<file path="src/rtl/hazard_stall_unit_pkg.sv">
// Shared encodings and helpers for the hazard/stall unit.
package hazard_stall_unit_pkg;

  // Result source codes, same encoding as the AT decoder.
  typedef enum logic [1:0] {
    RES_NW  = 2'd0,
    RES_ALU = 2'd1,
    RES_DM  = 2'd2,
    RES_PC8 = 2'd3
  } res_e;

  // Forward mux select codes.
  typedef enum logic [1:0] {
    FWD_RF = 2'd0,
    FWD_E  = 2'd1,
    FWD_M  = 2'd2,
    FWD_W  = 2'd3
  } fwd_e;

  typedef enum logic [1:0] {
    STG_E = 2'd0,
    STG_M = 2'd1,
    STG_W = 2'd2
  } stg_e;

  // Destination part of a shadow stage entry.
  typedef struct packed {
    logic [4:0] a3;
    res_e       res;
  } dst_t;

  localparam dst_t DST_NONE = '{a3: 5'd0, res: RES_NW};

  // Cycles until the stage's result can be forwarded.
  function automatic logic [1:0] tnew(res_e res, stg_e stg);
    tnew = 2'd0;
    case (stg)
      STG_E:   tnew = (res == RES_ALU) ? 2'd1 : (res == RES_DM) ? 2'd2 : 2'd0;
      STG_M:   tnew = (res == RES_DM) ? 2'd1 : 2'd0;
      default: tnew = 2'd0;
    endcase
  endfunction

  // Stage writes a real register ($0 excluded) equal to src.
  function automatic logic hit(dst_t d, logic [4:0] src);
    hit = (d.a3 != 5'd0) && (d.res != RES_NW) && (d.a3 == src);
  endfunction

  // Forward priority E > M > W, register file otherwise.
  function automatic fwd_e prio(logic e, logic m, logic w);
    prio = e ? FWD_E : m ? FWD_M : w ? FWD_W : FWD_RF;
  endfunction

endpackage

</file>
<file path="src/rtl/hazard_stall_unit_md_busy_ctr.sv">
// Mult/div busy countdown; busy while the count is non-zero.
module md_busy_ctr #(
  parameter int MULT_CYCLES = 5,
  parameter int DIV_CYCLES  = 10
) (
  input  logic clk,
  input  logic reset,
  input  logic md_start,
  input  logic md_is_div,
  output logic md_busy
);

  localparam int CW = $clog2(DIV_CYCLES + 1);

  logic [CW-1:0] cnt;

  // Load on issue (wins over decrement), otherwise count down to zero.
  always_ff @(posedge clk or posedge reset) begin
    if (reset)            cnt <= '0;
    else if (md_start)    cnt <= md_is_div ? CW'(DIV_CYCLES) : CW'(MULT_CYCLES);
    else if (cnt != '0)   cnt <= cnt - CW'(1);
  end

  assign md_busy = (cnt != '0);

endmodule

</file>
<file path="src/rtl/hazard_stall_unit.sv">
// Hazard controller: E/M/W shadow pipeline, stall and forward selects.
module hazard_stall_unit
  import hazard_stall_unit_pkg::*;
#(
  parameter int MULT_CYCLES = 5,
  parameter int DIV_CYCLES  = 10
) (
  input  logic       clk,
  input  logic       reset,
  input  logic       Tuse_rs0,
  input  logic       Tuse_rs1,
  input  logic       Tuse_rt0,
  input  logic       Tuse_rt1,
  input  logic       Tuse_rt2,
  input  logic [4:0] A1_D,
  input  logic [4:0] A2_D,
  input  logic [4:0] A3_D,
  input  logic [1:0] Res_D,
  input  logic       Dchengchu_D,
  input  logic       md_start_E,
  input  logic       md_is_div_E,
  output logic       stall,
  output logic       md_busy,
  output logic [1:0] fwd_rs_D,
  output logic [1:0] fwd_rt_D,
  output logic [1:0] fwd_rs_E,
  output logic [1:0] fwd_rt_E,
  output logic [1:0] fwd_rt_M
);

  // Only the sources that are still consumed downstream are kept.
  logic [4:0] e_a1, e_a2, m_a2;
  dst_t       e_d, m_d, w_d;
  logic [1:0] tnew_e, tnew_m;
  logic       stall_data, stall_md;

  md_busy_ctr #(.MULT_CYCLES(MULT_CYCLES), .DIV_CYCLES(DIV_CYCLES)) u_md (
    .clk      (clk),
    .reset    (reset),
    .md_start (md_start_E),
    .md_is_div(md_is_div_E),
    .md_busy  (md_busy)
  );

  // Shadow pipeline; a stall turns the E load into a bubble.
  always_ff @(posedge clk or posedge reset) begin
    if (reset) begin
      e_a1 <= '0;
      e_a2 <= '0;
      m_a2 <= '0;
      e_d  <= DST_NONE;
      m_d  <= DST_NONE;
      w_d  <= DST_NONE;
    end else begin
      if (stall) begin
        e_a1 <= '0;
        e_a2 <= '0;
        e_d  <= DST_NONE;
      end else begin
        e_a1 <= A1_D;
        e_a2 <= A2_D;
        e_d  <= '{a3: A3_D, res: res_e'(Res_D)};
      end
      m_a2 <= e_a2;
      m_d  <= e_d;
      w_d  <= m_d;
    end
  end

  assign tnew_e = tnew(e_d.res, STG_E);
  assign tnew_m = tnew(m_d.res, STG_M);

  // Data stall: a matching producer in E or M is later than the consumer
  // needs it. The Tuse=2 term can never fire (max Tnew is 2).
  always_comb begin
    stall_data = 1'b0;
    if (hit(e_d, A1_D) && ((Tuse_rs0 && tnew_e > 2'd0) || (Tuse_rs1 && tnew_e > 2'd1)))
      stall_data = 1'b1;
    if (hit(m_d, A1_D) && ((Tuse_rs0 && tnew_m > 2'd0) || (Tuse_rs1 && tnew_m > 2'd1)))
      stall_data = 1'b1;
    if (hit(e_d, A2_D) && ((Tuse_rt0 && tnew_e > 2'd0) || (Tuse_rt1 && tnew_e > 2'd1) ||
                           (Tuse_rt2 && tnew_e > 2'd2)))
      stall_data = 1'b1;
    if (hit(m_d, A2_D) && ((Tuse_rt0 && tnew_m > 2'd0) || (Tuse_rt1 && tnew_m > 2'd1) ||
                           (Tuse_rt2 && tnew_m > 2'd2)))
      stall_data = 1'b1;
  end

  assign stall_md = Dchengchu_D && (md_busy || md_start_E);
  assign stall    = stall_data || stall_md;

  // A stage forwards only once its value exists (Tnew = 0).
  assign fwd_rs_D = prio(hit(e_d, A1_D) && tnew_e == 2'd0,
                         hit(m_d, A1_D) && tnew_m == 2'd0, hit(w_d, A1_D));
  assign fwd_rt_D = prio(hit(e_d, A2_D) && tnew_e == 2'd0,
                         hit(m_d, A2_D) && tnew_m == 2'd0, hit(w_d, A2_D));
  assign fwd_rs_E = prio(1'b0, hit(m_d, e_a1) && tnew_m == 2'd0, hit(w_d, e_a1));
  assign fwd_rt_E = prio(1'b0, hit(m_d, e_a2) && tnew_m == 2'd0, hit(w_d, e_a2));
  assign fwd_rt_M = prio(1'b0, 1'b0, hit(w_d, m_a2));

endmodule
</file>
<file path="config.mk">
export PLATFORM = sky130hd
export DESIGN_NAME = hazard_stall_unit
export DESIGN_NICKNAME = d
export VERILOG_FILES = /design/src/rtl/hazard_stall_unit_pkg.sv /design/src/rtl/hazard_stall_unit_md_busy_ctr.sv /design/src/rtl/hazard_stall_unit.sv
export SDC_FILE = /design/constraint.sdc
export NUM_CORES = 1
export LEC_CHECK = 0
export CORE_MARGIN = 5
export CORE_UTILIZATION = 30
export CTS_BUF_LIST = sky130_fd_sc_hd__clkbuf_4
export DETAILED_ROUTE_END_ITERATION = 10
export HOLD_SLACK_MARGIN = 0.02
export MAX_ROUTING_LAYER = met4
export SLEW_MARGIN = 20
export SYNTH_ARGS = -nofsm -noshare
export SYNTH_HDL_FRONTEND = slang
export SYNTH_SLANG_ARGS = --single-unit
</file>
<file path="constraint.sdc">
create_clock -name clk -period 2.1 [get_ports clk]
set_clock_uncertainty 0.2 [all_clocks]
set_input_delay 0.315 -clock clk [delete_from_list [all_inputs] [get_ports clk]]
set_output_delay 0.315 -clock clk [all_outputs]
set_load 0.05 [all_outputs]
</file>
* Word-level counts from Yosys, hierarchy flattened
Index checks and enable logic that the tools add are counted.
** Storage, ports and cells
- Register bits after elaboration :: 40
- Input bits :: 27
- Output and inout port bits :: 12
- Word-level logic and storage cells :: 108
** Cells by class
- Add/sub/neg operators :: 1
- Magnitude comparators :: 6
- Equal/unequal tests :: 14
- Mux-type cells :: 24
- Reductions and logical operators :: 53
** Operators by type and width (count)
- $eq 5x5->1 :: 11
- $logic_and 1x1->1 :: 35
- $mux 2 :: 13
- $reduce_bool 5->1 :: 3
- $mux 4 :: 3
- $mux 5 :: 2
- $logic_or 1x1->1 :: 8
- $reduce_bool 2->1 :: 4
- $mux 7 :: 1
- $mux 1 :: 5
- $eq 2x2->1 const B :: 2
- $gt 2x1->1 const B :: 2
- $logic_not 2->1 :: 2
- $reduce_bool 4->1 :: 1
- $sub 4x1->4 const B :: 1
- $eq 2x1->1 const B :: 1
- $gt 1x1->1 const B :: 2
- $gt 1x2->1 const B :: 1
- $gt 2x2->1 const B :: 1

* Logic depth before layout (Yosys ltp)
Gate-level depths: netlist of run 1.
- Depth after elaboration :: 13
- Gate-level depth with buffers :: 9
- Depth with buffers taken out :: 8

* By module
Synthesis of run 1 repeated with hierarchy kept, for this count alone.
** Unflattened totals
- Cell total of the unflattened synthesis :: 235
- Area, all modules :: 2309.7 um^2
** By module, submodules not included
- hazard_stall_unit :: times used 1, cells each 207, area each 2047.0 um^2, sequential area each 900.9 um^2
- md_busy_ctr :: times used 1, cells each 28, area each 262.8 um^2, sequential area each 100.1 um^2

* Least setup slack after synthesis of run 1
Ideal clock, no wire load.
- Path type :: reg-to-output
- Start point :: reg w_d[6] in the netlist's numbering
- End point :: out fwd_rt_M[1]
- Arrival time :: 2.414 ns
- Required time :: 1.585 ns
- Slack :: -0.829 ns
- Cell stages (with the launch flop) :: 7
- Buffers on the path :: 2
- Path through :: dfrtp_1 -> clkbuf_1 -> or4_1 -> o22a_2 -> nand4_1 -> nor3_1 -> buf_4
** On the way
- Word-level cells in the longest chain between the ends :: 4
- Elaborated cells on any way between the ends :: 5
- Those cells by class :: eq/ne (1); mux (1); reduce/logical (3)
** RTL lines
- start, declared :: line hazard_stall_unit.sv:33 : dst_t e_d, m_d, w_d;
- start signal, assigned :: line hazard_stall_unit.sv:66 : w_d <= m_d;
- $reduce_bool 5->1 :: line hazard_stall_unit_pkg.sv:46 : hit = (d.a3 != 5'd0) && (d.res != RES_NW) && (d.a3 == src);
- $logic_and 1x1->1 :: line hazard_stall_unit_pkg.sv:46
- $logic_and 1x1->1 * :: line hazard_stall_unit_pkg.sv:46
- $mux 2 * :: line hazard_stall_unit_pkg.sv:51 : prio = e ? FWD_E : m ? FWD_M : w ? FWD_W : FWD_RF;
- end, declared :: line hazard_stall_unit.sv:28 : output logic [1:0] fwd_rt_M
Every way passes the cells marked *; elsewhere a longest branch is shown, timed or not.

* Worst setup path in the final report of run 1
- Start point :: reg w_d[5] in the netlist's numbering
- End point :: out fwd_rs_D[0]
** On the way
- Word-level cells in the longest chain between the ends :: 6
- Elaborated cells on any way between the ends :: 7
- Those cells by class :: eq/ne (1); mux (3); reduce/logical (3)
** RTL lines
- $reduce_bool 5->1 :: line hazard_stall_unit_pkg.sv:46
- $logic_and 1x1->1 :: line hazard_stall_unit_pkg.sv:46
- $logic_and 1x1->1 * :: line hazard_stall_unit_pkg.sv:46
- $mux 2 * (3 in series) :: line hazard_stall_unit_pkg.sv:51
- end, declared :: line hazard_stall_unit.sv:24 : output logic [1:0] fwd_rs_D,
Marks and branches as above.

==> impl_metrics.tcl, run 1 <==
set metrics [dict create \
    yosysWarnings 0 \
    cts_tree "yes" \
    p_per_area_mw_per_mm2 597 \
    clock-sinks 40 \
    synth_edf_count 0 \
    mappedNetlistArea_mm2 0.00232 \
    setup_viol 11 \
    p_total_uw 2040 \
    min_path_type "input port to async pin" \
    drive_above_1_share 0.342 \
    die_area_mm2 0.00959 \
    ys_ff_latch 40 \
    cp_max_fo 5 \
    initialDrtViolationCount 99 \
    finalHoldViolCount 0 \
    critPathKind "flop to output pin" \
    ys_types 42 \
    wl_um 5960 \
    die_h_um 97.9 \
    grt_pass1_wl_um 9610 \
    clockRootBuffer "clkbuf_4" \
    synth_ff_type "dfrtp_1" \
    cts.clk_slew.worst_paths_ns 0.12 \
    nNetsFinal 341 \
    rsz0062_at_grt "true" \
    synth_top_area_share 0.432 \
    setup_tns_ns -4.13 \
    required_ns 1.58 \
    ys_seq_area_frac 0.432 \
    area_growth_syn_to_layout_pct 47.1 \
    clockBufferDepth 2 \
    antenna_found_initial 0 \
    arrival_ns 2.08 \
    core_area_mm2 0.00761 \
    worstPathCellList "or4_4 > o22a_4 > nand4_4 > a31oi_1 > a31o_2 > buf_12" \
    grt-ovfl-total 0 \
    cp-start-kind "flop" \
    p_leak_uw 0.00155 \
    firstDrtPassIters 4 \
    reg2reg_setup_slack_ns 0.03 \
    synthTopCellsByArea "dfrtp_1 (43%), xor2_1 (12%), xnor2_1 (9.1%)" \
    gp_congestion 0.841 \
    max_freq_mhz 385 \
    fin_crit_sh 1.24 \
    grt_max_degree 41 \
    ioPinCount 39 \
    cts_htree_levels 2 \
    crit_family "simple AND/OR/NAND/NOR gates" \
    dp_hpwl_um 4520 \
    start_util 0.305 \
    first_global_vias 1916 \
    fin_ws_ns -0.497 \
    violations "setup timing" \
    end_kind "output pin" \
    layout_min_cycle_time_ns 2.60 \
    vias 1869 \
    wire_per_inst_um 14.5 \
    synthCells 226 \
    final_max_slew_viol_count 0 \
    die_x_um 97.9 \
    viasPerCell 4.54 \
    maxSlewHeadroom 0.660 \
    critical_path_buf_inv_count 1 \
    slowest_stage "or4_4" \
    clk_latency_ns 0.35 \
    antennaDiodeCount 0 \
    cts_inserted_buffers 5 \
    async_reset_ff_frac 1.00 \
    ant_nets 0 \
    post-route-drc-count 0 \
    port_buffers 38 \
    ir_drop_mv 0.253 \
    yosys.area.top_type "dfrtp_1" \
    rows 32 \
    maxCapViolCount 0 \
    status "complete, but fails checks" \
    grt.total_usage 0.131 \
    synth_fp_nets 258 \
    synth_area_per_cell_um2 10.3 \
    worst_slew_pin_slew_ns 0.510 \
    cp_slowest_stage_delay_ns 0.49 \
]
-- sequential cells by signal (all words and copies together), names as in the netlist --
name	cells
e_d	7
w_d	7
m_d	7
m_a2	5
e_a2	5
u_md.cnt	4
e_a1	5
-- area by class of cell --
| cell class | instances | area, µm² |
|---|---|---|
| inverter | 6 | 25.0 |
| sequential | 40 | 1000 |
| clock buffer | 6 | 45.0 |
| timing repair buffer | 90 | 842 |
| multi-input combinational | 166 | 1330 |
| tap | 102 | 128 |
| fill | 724 | 4200 |
| clock inverter | 2 | 35.0 |
-- cell usage after synthesis, types with 2 or more instances --
cell,number
nand3_1,22
o21ai_0,4
buf_2,5
nand2_1,6
xor2_1,33
nand3b_1,2
nand4_1,6
and2_1,2
xnor2_1,24
a21oi_1,2
nor2_1,24
o21ba_2,2
buf_4,3
dfrtp_1,40
nor3_1,9
clkbuf_1,2
inv_1,5
ha_1,5
or4_1,2
buf_6,4
o21a_1,3
-- layout by cell type (no fill, tap or decap), drive strengths merged, types with 2 or more instances in the layout --
| cell | count |
|---|---|
| nand3b | 2 |
| or4 | 2 |
| a31oi | 2 |
| nor3 | 10 |
| buf | 64 |
| xor2 | 33 |
| clkbuf | 6 |
| inv | 6 |
| dfrtp | 40 |
| nand4 | 8 |
| nor2 | 24 |
| ha | 5 |
| clkdlybuf4s50 | 25 |
| xnor2 | 24 |
| nand3 | 22 |
| o21a | 3 |
| and2 | 2 |
| o21ba | 2 |
| a21oi | 3 |
| nand2 | 6 |
| o21ai | 5 |
-- what timing repair did --
action,CTS,global route
setup endpoints to repair,13,29
buffers inserted,6,2
pin swaps,9,5
gates resized for setup,27,8
hold buffers,0,0
-- layer usage --
| metal | GRT usage | wire length, µm |
|---|---|---|
| met5 | - | 0 |
| met4 | 0.0373 | 89 |
| met3 | 0.0250 | 203 |
| met2 | 0.212 | 3000 |
| met1 | 0.168 | 2670 |
-- power by group --
group          leakage [µW]  switching [µW]  internal (µW)
Sequential         0.000507            57.5            828
Combinational      0.000993             308            326
Clock             0.0000456             254            262
Total               0.00155             619           1420
-- tightest hold or removal path, cell delays in order --
cell             delay [ns]
clkdlybuf4s50_1        0.40
inv_1                  0.05
buf_4                  0.43
-- stage by stage --
step           setup WS, ns  cells   util  hold slack (ns)  area (µm²)
2_1_floorplan        -0.427    226      -            0.149        2370
3_3_place_gp         -0.378    396  0.412            0.177        3130
3_5_place_dp         -0.412    396  0.412            0.185        3130
4_1_cts              -0.522    410  0.443            0.189        3370
5_1_grt              -0.596    412  0.448            0.224        3410
6_report             -0.497    412  0.448            0.168        3410
-- final timing paths --
kind                                  start           to  cells past startpoint
worst max register to register  u_md.cnt[1]      e_a1[2]                      9
min in group clk                     m_d[1]       w_d[1]                      0
worst min register to register       m_d[1]       w_d[1]                      0
worst min-delay path                  reset      e_a2[2]                      3
max in group asynchronous             reset       w_d[2]                      3
worst max-delay path                 w_d[5]  fwd_rs_D[0]                      6
-- cell families (layout without fill, tap and decap cells) --
| group | count (synthesis) | in the layout | share of synthesized area |
|---|---|---|---|
| AND/OR/NAND/NOR | 81 | 81 | 0.195 |
| AO/OA/AOI/OAI | 23 | 23 | 0.0777 |
| XOR/XNOR | 57 | 57 | 0.215 |
| adder cells (fa/ha/maj) | 5 | 5 | 0.0270 |
| buffers and inverters | 20 | 104 | 0.0529 |
| flip-flops | 40 | 40 | 0.432 |
Power figures use the tool's default switching activity.
==> run 2: changes to the inputs <==
Settings changed: HOLD_SLACK_MARGIN 0.02 to 0.12.
Clock period 2.1 ns to 2.6 ns, I/O delays scaled along.
==> run 2 against run 1 <==
  * The run still ends with setup timing left
  * Setup slack improved by 0.38 ns
  * Sequential cell count unchanged
  * Total power down 27%
  * Final cell count shrank 5.3%
  * Largest cell class unchanged
  * Count of clock-buffer cells in the layout unchanged
  * Sequential power fell by 19%
  * Sequential share of layout area rose by 2.6 points
  * Critical path depth grew 1
  * Register-to-register slack better by 0.53 ns
  * Die area stayed put
  * Global-route usage is 0.065 points higher
==> impl_metrics.tcl, run 2 (synthesized netlist as in run 1, its figures left out) <==
set metrics [dict create \
    critPathKind "input port to output pin" \
    ioPinCount 39 \
    crit_family "buffers and inverters" \
    place_ws_ns -0.132 \
    antenna_found_initial 0 \
    cp_slowest_stage_delay_ns 0.53 \
    gp_congestion 0.831 \
    postLayoutCoreUtil 0.415 \
    rsz0062_at_grt "true" \
    ant_nets 0 \
    clockBufferDepth 2 \
    grt_pass1_wl_um 9650 \
    violations "setup timing" \
    cts_inserted_buffers 5 \
    drive_above_1_share 0.285 \
    vias 1800 \
    die_x_um 97.9 \
    max_freq_mhz 368 \
    area_growth_syn_to_layout_pct 36.2 \
    start_util 0.305 \
    slowest_stage "clkdlybuf4s50_1" \
    status "complete, but fails checks" \
    dp_hpwl_um 4300 \
    firstDrtPassIters 4 \
    required_ns 2.01 \
    grt-ovfl-total 0 \
    maxCapViolCount 0 \
    final_max_slew_viol_count 0 \
    worst_slew_pin_slew_ns 0.523 \
    final_cell_mix "buf_4 (35), xor2_1 (33), dfrtp_1 (33), xnor2_1 (24), nor2_1 (24)" \
    clockRootBuffer "clkbuf_4" \
    cts_htree_levels 2 \
    top_regs "e_d: 7 flops, m_d: 7 flops, w_d: 7 flops" \
    grt.total_usage 0.132 \
    post-route-drc-count 0 \
    nNetsFinal 320 \
    die_area_mm2 0.00959 \
    core_area_mm2 0.00761 \
    clock-sinks 40 \
    layout_min_cycle_time_ns 2.72 \
    setup_viol 3 \
    maxSlewHeadroom 0.652 \
    dp_cells 370 \
    grt_max_degree 41 \
    cts.clk_slew.worst_paths_ns 0.11 \
    rows 32 \
    wire_per_inst_um 15.5 \
    finalHoldViolCount 0 \
    viasPerCell 4.62 \
    timing.hold.ws_ns 0.202 \
    cp-start-kind "input port" \
    cp_max_fo 4 \
    wl_um 6060 \
    worstPathCellList "clkdlybuf4s50_1 > xor2_1 > nor3_2 > nand3_1 > a21oi_2 > nand3b_1 > buf_12" \
    critical_path_buf_inv_count 2 \
    antennaDiodeCount 0 \
    layout_commonest_cell "buf_4" \
    port_buffers 38 \
    fin_ws_ns -0.115 \
    end_kind "output pin" \
    die_h_um 97.9 \
    initialDrtViolationCount 49 \
    first_global_vias 1942 \
    min_path_type "input port to flop" \
    p_leak_uw 0.00141 \
    stdcell_count 390 \
    clk_latency_ns 0.34 \
    cts_tree "yes" \
    arrival_ns 2.13 \
    p_per_area_mw_per_mm2 469 \
    ir_drop_mv 0.326 \
    fin_crit_sh 1.04 \
]
## run 2: final timing paths
check	from	endpoint	slack [ns]	cells after the start
worst max-delay path	A2_D[3]	stall	-0.12	7
max in group asynchronous	reset	w_d[2]	1.53	3
min in group asynchronous	reset	e_a1[1]	0.26	3
worst min register to register	e_d[0]	m_d[0]	0.22	0
worst min-delay path	A1_D[4]	e_a1[4]	0.20	3
worst max register to register	u_md.cnt[1]	e_a1[0]	0.56	9
## run 2: power breakdown
group	internal [µW]	switching, µW
sequential	670	51.4
combinational	225	232
clock	110	191
total	1010	474
## run 2: layout make-up
cell class | instances | area, µm²
multi-input cells | 166 | 1290
clock buffers | 6 | 45.0
flip-flops and latches | 40 | 1010
repair buffers | 69 | 649
well taps | 102 | 128
inverters | 6 | 25.0
fillers | 765 | 4450
clock inverters | 1 | 5.00
## run 2: stage by stage
stage	area (µm²)	total power, µW	TNS, ns
floorplan	2330	982	-0.00181
global placement	2900	1120	-0.162
detailed placement	2900	1130	-0.143
CTS	3040	1460	-0.130
global route	3160	1560	-0.430
finish	3160	1480	-0.152
## run 2: timing repair
| action | 4_1_cts | 5_1_grt |
|---|---|---|
| hold endpoints to repair | 0 | 0 |
| hold buffers | 0 | 0 |
| gates resized for setup | 16 | 15 |
| pin swaps | 8 | 5 |
| gates cloned | 0 | 0 |
| setup endpoints to repair | 9 | 9 |
| buffers inserted | 5 | 8 |
## run 2: worst reg2reg max path, delay by kind of cell (launching register included)
family	cells	cell delay, ns
and+or+nand+nor	3	0.47
DFF	1	0.40
adders and majority gates	1	0.14
buffers and inverters	3	0.41
AOI/OAI and AO/OA	2	0.36
## run 2: metal layers
metal,up-vias,routed length (µm),global-route usage
li1,883,-,-
met5,-,0,-
met2,39,3200,0.221
met3,11,167,0.0257
met4,0,115,0.0469
met1,867,2580,0.157
==> run 3: changes to the inputs <==
Settings changed: CELL_PAD_IN_SITES_DETAIL_PLACEMENT set to 0, CELL_PAD_IN_SITES_GLOBAL_PLACEMENT set to 1, PLACE_DENSITY_LB_ADDON set to 0.1.
==> run 3 against run 2 <==
  * The flow still finishes with violations (setup timing)
  * Combinational power grew 3%
  * Sequential cell count is the same
  * Global-route usage grew 1.0 points
  * Clock power grew 42%
  * Setup slack gained 0.047 ns
  * Design area grew 4.1%
  * Largest cell class unchanged
==> impl_metrics.tcl, run 3 (synthesized netlist as in run 1, its figures left out) <==
set metrics [dict create \
    dp_hpwl_um 4720 \
    first_global_vias 1925 \
    grt_pass1_wl_um 10200 \
    die_h_um 97.9 \
    vias 1831 \
    p_leak_uw 0.00147 \
    drive_above_1_share 0.306 \
    port_buffers 38 \
    antennaDiodeCount 0 \
    gp_congestion 0.799 \
    violations "setup timing" \
    regToRegStartpoint "u_md.cnt[0]" \
    multiInputGateArea_mm2 0.00133 \
    postLayoutCoreUtil 0.432 \
    p_total_uw 1620 \
    worst_slew_pin_slew_ns 0.540 \
    p_per_area_mw_per_mm2 492 \
    setup_tns_ns -0.197 \
    area_growth_syn_to_layout_pct 41.7 \
    r2r_end "e_a1[1]" \
    cts_tree "yes" \
    ioPinCount 39 \
    clk_latency_ns 0.35 \
    fillCellCount 770 \
    final_max_slew_viol_count 0 \
    die_x_um 97.9 \
    initialDrtViolationCount 49 \
    regArea_mm2 0.00101 \
    timing.hold.ws_ns 0.189 \
    critPathKind "input port to output pin" \
    reg2reg_setup_slack_ns 0.56 \
    grt.total_usage 0.142 \
    rows 32 \
    viasPerCell 4.59 \
    cts_htree_levels 2 \
    ant_nets 0 \
    clockBufferDepth 2 \
    grt-ovfl-total 0 \
    final_cell_mix "buf_4 (40), dfrtp_1 (34), xor2_1 (32), xnor2_1 (24), nor2_1 (24)" \
    cts.clk_slew.worst_paths_ns 0.11 \
    clockRootBuffer "clkbuf_4" \
    max_freq_mhz 375 \
    maxSlewHeadroom 0.640 \
    top_regs "e_d: 7 flops, m_d: 7 flops, w_d: 7 flops" \
    die_area_mm2 0.00959 \
    post-route-drc-count 0 \
    finalHoldViolCount 0 \
    stdcell_count 399 \
    setup_viol 4 \
    cp-start-kind "input port" \
    fin_ws_ns -0.0687 \
    grt_max_degree 41 \
    arrival_ns 2.08 \
    cts_inserted_buffers 5 \
    nNetsFinal 328 \
    layout_min_cycle_time_ns 2.67 \
    cp_max_fo 3 \
    rsz0062_at_grt "true" \
    layout_commonest_cell "buf_4" \
    dp_cells 375 \
    firstDrtPassIters 4 \
    clock-sinks 40 \
    status "complete, but fails checks" \
    wire_per_inst_um 16.3 \
    required_ns 2.01 \
    core_area_mm2 0.00761 \
    fin_crit_sh 1.03 \
    wl_um 6500 \
    postCtsHoldBufs 0 \
    antenna_found_initial 0 \
    critPathCapture "fwd_rs_D[1]" \
    r2r_cells 9 \
    ir_drop_mv 0.204 \
    start_util 0.305 \
    maxCapViolCount 0 \
    end_kind "output pin" \
    cp-startpoint "A1_D[2]" \
    min_path_type "input port to flop" \
]
[run 3: cell types whose count changed in the layout (fill, tap and decap cells not counted), sizes merged]
cell	delta
buf	+8
bufinv	+1
clkdlybuf4s50	-2
dlygate4sd2	+3
dlymetal6s2s	-1
[run 3: layout make-up]
class / count / share of cell area
flip-flops and latches: 40 / 0.307
clock inverters: 2 / 0.0107
clock buffers: 6 / 0.0137
multi-input cells: 166 / 0.404
repair buffers: 77 / 0.219
well taps: 102 / 0.0388
inverters: 6 / 0.00762
[run 3: power breakdown]
group | switching [µW] | internal [µW] | total [µW]
logic | 235 | 236 | 471
registers | 50.5 | 670 | 720
clock network | 215 | 212 | 427
total | 500 | 1120 | 1620
[run 3: worst min path at each step]
stage / to / depth (start not counted) / slack, ns / start
3_5_place_dp: m_d[0] / 0 / 0.20 / e_d[0]
2_1_floorplan: w_d[2] / 0 / 0.15 / m_d[2]
3_3_place_gp: m_d[0] / 0 / 0.19 / e_d[0]
4_1_cts: m_d[0] / 0 / 0.22 / e_d[0]
5_1_grt: e_a1[0] / 3 / 0.20 / A1_D[0]
6_report: e_a1[0] / 3 / 0.19 / A1_D[0]
[run 3: critical path, cell delays in order]
cell and delay [ns]:
clkdlybuf4s50_1 0.48, xor2_1 0.19, nor4_4 0.43, nand3_1 0.20
a32oi_4 0.22, buf_12 0.17
[run 3: stage by stage]
step	instance area [µm²]	worst slack, ns
CTS	3170	-0.0874
finish	3290	-0.0687
detailed placement	2940	-0.205
global placement	2940	-0.212
global route	3290	-0.191
floorplan	2330	-0.00181
[run 3: what timing repair did]
action                                  4_1_cts  5_1_grt
pin swaps                                     9        5
endpoints found under the setup margin       10       11
resized for setup                            26       14
cloned                                        0        0
buffers inserted                             11        5
[run 3: layer usage]
layer / global-route usage / part of all wire / vias to the layer above
met3: 0.0193 / 0.019 / 8
li1: - / - / 901
met5: - / 0 / -
met2: 0.252 / 0.54 / 28
met1: 0.167 / 0.42 / 894
met4: 0.0415 / 0.018 / 0
